File: config.mk
export PLATFORM = sky130hd
export DESIGN_NAME = fir_mac_seq
export DESIGN_NICKNAME = d
export VERILOG_FILES = /design/src/rtl/fir_mac_seq.sv
export SDC_FILE = /design/constraint.sdc
export NUM_CORES = 2
export LEC_CHECK = 0
export ABC_AREA = 1
export BUFFER_PORTS_ARGS = -buffer_cell sky130_fd_sc_hd__clkbuf_2
export CAP_MARGIN = 20
export CELL_PAD_IN_SITES_DETAIL_PLACEMENT = 0
export CELL_PAD_IN_SITES_GLOBAL_PLACEMENT = 1
export CORE_ASPECT_RATIO = 1.2
export CORE_MARGIN = 4
export CORE_UTILIZATION = 52
export DETAILED_ROUTE_END_ITERATION = 10
export PLACE_DENSITY = 0.85
export SYNTH_ARGS = -nofsm -noshare
export SYNTH_HDL_FRONTEND = slang
export SYNTH_SLANG_ARGS = --single-unit
export TNS_END_PERCENT = 5
File: constraint.sdc
create_clock -name clk -period 35.6 [get_ports clk]
set_input_delay 5.34 -clock clk [delete_from_list [all_inputs] [get_ports clk]]
set_output_delay 5.34 -clock clk [all_outputs]
set_load 0.03 [all_outputs]
File: src/rtl/fir_mac_seq.sv
// Sequential single-multiplier FIR filter.
// Each accepted sample shifts the delay line, then TAPS cycles of
// multiply-accumulate produce one rounded, saturated output.
module fir_mac_seq #(
  parameter  int WIDTH  = 16,
  parameter  int TAPS   = 17,
  parameter  int COEF_W = 16,
  parameter  int FRAC   = 16,
  localparam int AW     = $clog2(TAPS),
  localparam int ACC_W  = WIDTH + COEF_W + $clog2(TAPS)
) (
  input  logic                     clk,
  input  logic                     rst,
  input  logic                     in_valid_i,
  output logic                     in_ready_o,
  input  logic signed [WIDTH-1:0]  data_i,
  input  logic                     coef_we_i,
  input  logic        [AW-1:0]     coef_addr_i,
  input  logic signed [COEF_W-1:0] coef_i,
  output logic                     out_valid_o,
  output logic signed [WIDTH-1:0]  data_o,
  output logic                     ovf_o,
  output logic                     busy_o
);

  localparam int PW = WIDTH + COEF_W;
  localparam logic [AW-1:0] LAST = AW'(TAPS - 1);
  localparam logic signed [ACC_W:0] HALF = {{ACC_W{1'b0}}, 1'b1} << (FRAC - 1);
  localparam logic signed [ACC_W:0] MAXV = {{(ACC_W-WIDTH+2){1'b0}}, {(WIDTH-1){1'b1}}};
  localparam logic signed [ACC_W:0] MINV = {{(ACC_W-WIDTH+2){1'b1}}, {(WIDTH-1){1'b0}}};

  typedef enum logic {IDLE, MAC} state_t;

  state_t                    state;
  logic        [AW-1:0]      idx;
  logic signed [ACC_W-1:0]   acc;
  logic signed [WIDTH-1:0]   buff [TAPS];
  logic signed [COEF_W-1:0]  coef [TAPS];

  logic signed [COEF_W-1:0]  coef_sel_p0;
  logic signed [WIDTH-1:0]   samp_sel_p0;
  logic signed [PW-1:0]      prod_p0;
  logic signed [ACC_W-1:0]   acc_sum_p0;
  logic signed [ACC_W:0]     rnd_p0;
  logic        [WIDTH:0]     sat_p0;
  logic                      addr_ok;

  // Round half up: add one half LSB of the output, then arithmetic shift.
  // One extra bit of headroom keeps the bias add from wrapping.
  function automatic logic signed [ACC_W:0] round_shift(input logic signed [ACC_W-1:0] a);
    logic signed [ACC_W:0] t;
    t = {a[ACC_W-1], a} + HALF;
    return t >>> FRAC;
  endfunction

  // Clip to the output range; MSB of the result flags that clipping happened.
  function automatic logic [WIDTH:0] saturate(input logic signed [ACC_W:0] v);
    if (v > MAXV)      return {1'b1, MAXV[WIDTH-1:0]};
    else if (v < MINV) return {1'b1, MINV[WIDTH-1:0]};
    else               return {1'b0, v[WIDTH-1:0]};
  endfunction

  // Stage p0: tap select, the single multiplier, accumulate and output shaping
  assign coef_sel_p0 = coef[idx];
  assign samp_sel_p0 = buff[idx];
  assign prod_p0     = coef_sel_p0 * samp_sel_p0;
  assign acc_sum_p0  = acc + {{(ACC_W-PW){prod_p0[PW-1]}}, prod_p0};
  assign rnd_p0      = round_shift(acc_sum_p0);
  assign sat_p0      = saturate(rnd_p0);

  assign addr_ok     = ({1'b0, coef_addr_i} < (AW+1)'(TAPS));
  assign in_ready_o  = (state == IDLE) && !rst;
  assign busy_o      = (state == MAC);

  // Control FSM, delay line, coefficient store and registered outputs
  always_ff @(posedge clk or posedge rst) begin
    if (rst) begin
      state       <= IDLE;
      idx         <= '0;
      acc         <= '0;
      out_valid_o <= 1'b0;
      data_o      <= '0;
      ovf_o       <= 1'b0;
      for (int k = 0; k < TAPS; k++) begin
        buff[k] <= '0;
        coef[k] <= '0;
      end
    end else begin
      out_valid_o <= 1'b0;
      // Coefficient RAM only updates while idle, so a running sum never mixes sets
      if (coef_we_i && (state == IDLE) && addr_ok)
        coef[coef_addr_i] <= coef_i;
      case (state)
        IDLE: begin
          if (in_valid_i) begin
            buff[0] <= data_i;
            for (int k = 1; k < TAPS; k++) buff[k] <= buff[k-1];
            acc   <= '0;
            idx   <= '0;
            state <= MAC;
          end
        end
        MAC: begin
          acc <= acc_sum_p0;
          idx <= idx + 1'b1;
          if (idx == LAST) begin
            state       <= IDLE;
            data_o      <= sat_p0[WIDTH-1:0];
            ovf_o       <= sat_p0[WIDTH];
            out_valid_o <= 1'b1;
          end
        end
        default: state <= IDLE;
      endcase
    end
  end

endmodule

==> summary.md <==
| Metric | Value |
|---|---|
| Critical path's slowest cell | `dfrtp_4` |
| Post-route ant nets | `0` |
| # port buffers | `60` |
| Post-synth ARST share | `100%` |
| CTS tree | `built` |
| Required time of the worst setup path | `about 36 ns` |
| WL final | `109,000 um` |
| Largest net degree at the start of global routing | `between 200 and 300` |
| Most frequent cells in the layout | `1,312 x nand2_1, 823 x inv_1, 736 x o21ai_0` |
| Max Clk Rate | `0.0804 GHz` |
| First-pass GRT wire length | `179,000 um` |
| Final Util | `56.5%` |
| Clock transition at the registers of the reported paths | `0.06 ns` |
| Clk buf depth | `3` |
| Max-capacitance violation count | `0` |
| Initial DRC Count | `2,412` |
| IO Pins | `between 60 and 70` |
| Multi-input gate area | `~22,000 um^2` |
| Clk_lat worst skew | `0.62 ns` |
| Dpl hpwl | `74,300 um` |
| Most common cell after layout, fill and taps aside | `nand2_1` |
| DR DRC count | `0` |
| Vias | `roughly 33,000` |
| Core area | `about 78,000 um^2` |
| Synth cell types | `between 40 and 50` |
| Post-synth EDFFs | `0` |
| CP endpoint kind | `flip-flop` |
| CP most frequent cell | `nand2_1` |
| H-tree Lvls | `3` |
| Area Growth Syn to Fin | `7.67%` |
| Gr ovfl total | `0` |
| Setup Skew | `0.0292 ns` |
| Gr usage total | `26.5%` |
| Setup_tns | `0 ns` |
| Vias in the first global route | `33,100` |
| Placer's final routability congestion estimate | `0.903` |
| Post-synthesis area per instance | `7.77 um^2` |
| Row count | `112` |
| CP max stage delay | `0.72 ns` |
| Cell Area, Synth | `40,900 um^2` |
| Reg area | `15,100 um^2` |
| # setup viols final | `0` |
| Least-Margin Pin Slew | `0.986 ns` |
| Yosys warns | `0` |
| Layout cells sized above 1 | `6.53%` |
| Fill count | `about 7,500` |
| RSZ-0062 raised after global routing | `no` |
| Die Width | `about 260 um` |
| Post-Syn Instances | `5,266` |
| Die height | `315 um` |
| Critical Path Start Type | `flip-flop` |
| Hold Path Class | `flip-flop to flip-flop` |
| CP max FO | `75` |
| CTS root buffer | `clkbuf_16` |
| Post-synthesis sequential area ratio | `37.0%` |
| Sink Count | `605` |
| FF+latch count, synth | `605` |
| Syn Nets | `5,691` |
| Die area | `83,200 um^2` |
| NumNets Final | `5,588` |
| Post-CTS sizing | `0` |
| Max-slew violations | `0` |
| Synth Flop Type | `dfrtp_1` |
| Cts bufs inserted | `69` |
| Worst setup path class | `flip-flop to flip-flop` |
| Initial DRT Pass Iterations | `5` |
| Rel. slew slack | `34.3%` |
| Vias per std cell | `around 5.3` |
| Avg WL per Cell | `17.4 um` |
| Data arrival, critical path | `12.94 ns` |
| Initial Util | `52.5%` |
| Postcts setup bufs | `0` |
| Shortest period the worst path allows | `about 12 ns` |
| Final Hold Vio Count | `0` |
| Cts hold-fix bufs | `0` |
| Status | `finished, final reports clean` |
| Tcrit/Tclk final | `34.9%` |
| Initial antenna violation count | `4` |
## synth_stat cells (6+ instances only)
cell	n	share of area [%]
dfrtp_1	605	37
nor3_1	7	0.086
nand2_2	38	0.58
xor2_1	31	0.66
a21oi_1	250	3.1
a32o_1	6	0.15
o211ai_1	41	0.75
a22o_1	15	0.32
buf_1	19	0.17
fa_1	263	13
nand2_1	1313	12
o221ai_1	21	0.45
o22ai_1	46	0.70
nor2_4	8	0.22
clkbuf_1	258	2.4
nand4_1	31	0.47
nor2_2	24	0.37
ha_1	121	3.7
inv_1	827	7.6
nand2_4	6	0.17
nand3_1	124	1.5
xnor2_1	24	0.51
mux2_2	22	0.61
nand3_2	8	0.20
o21ai_0	736	9.0
nor2_1	367	3.4
## sequential cells by signal, indices dropped and copies added (netlist names)
signal       count
buff           272
ovf_o            1
coef           272
acc             37
data_o          16
out_valid_o      1
idx              5
busy_o           1
## stage by stage
stage / hold WS, ns / instance area (um^2) / instances / setup slack [ns]
after floorplan: 0.448 / 40900 / 5266 / 13.32
after global placement: 0.460 / 41800 / 6117 / 23.37
after detailed placement: 0.467 / 41800 / 6118 / 23.23
after CTS: 0.482 / 44000 / 6232 / 23.21
after global routing: 0.491 / 44000 / 6232 / 22.00
final: 0.478 / 44000 / 6233 / 23.16
## metal layers
metal | vias up | GRT usage, % | share of wire [%] | routed length [um]
met3 | 182 | 3.76 | 5.1 | 5590
li1 | 16300 | - | - | -
met2 | 760 | 44.3 | 48 | 51900
met4 | 2 | 8.41 | 3.0 | 3280
met5 | - | 0 | 0.012 | 13
met1 | 15900 | 36.2 | 44 | 47900
## path summary, 6_finish.rpt
| path | endpoint | from | depth (start not counted) | slack [ns] |
|---|---|---|---|---|
| setup reg to reg | ovf_o | idx[0] | 52 | 23.16 |
| max in group asynchronous | idx[1] | rst | 4 | 28.20 |
| hold reg to reg | coef[39] | coef[39] | 2 | 0.48 |
| setup / recovery | ovf_o | idx[0] | 52 | 23.16 |
| hold / removal | coef[39] | coef[39] | 2 | 0.48 |
| min in group asynchronous | coef[258] | rst | 2 | 4.88 |
## cells by family (layout without fill, tap and decap cells)
family                   Yosys count  count (layout)  synth area share, %
AND/OR/NAND/NOR                 1943            1943                 19.4
AO/OA/AOI/OAI                   1137            1137                 14.8
buffers and inverters           1119            1059                 10.3
flip-flops                       605             605                 37.0
adder cells (fa/ha/maj)          384             384                 16.6
XOR/XNOR                          56              56                 1.22
multiplexers                      22              22                0.606
other                              0               1                    0
## critical path, delay by kind of cell, from the launching register on
| kind | cells | cell delay, ns |
|---|---|---|
| AND/OR/NAND/NOR | 29 | 3.57 |
| adder cells (fa/ha/maj) | 8 | 3.92 |
| XOR/XNOR | 1 | 0.16 |
| flip-flops | 1 | 0.72 |
| buffers and inverters | 7 | 2.01 |
| AO/OA/AOI/OAI | 7 | 1.78 |
## final cells by class
| class | instances | share of cell area, % |
|---|---|---|
| repair buffers | 108 | 1.57 |
| multi-input cells | 3542 | 48.9 |
| flip-flops and latches | 605 | 34.4 |
| inverters | 837 | 7.16 |
| diodes | 1 | 0.00568 |
| clock inverters | 15 | 0.443 |
| well taps | 1026 | 2.92 |
| clock buffers | 99 | 4.57 |
Power is left out: the tool's default activity adds up to more than one toggle a clock period on the data nets, which glitch-free logic cannot reach.
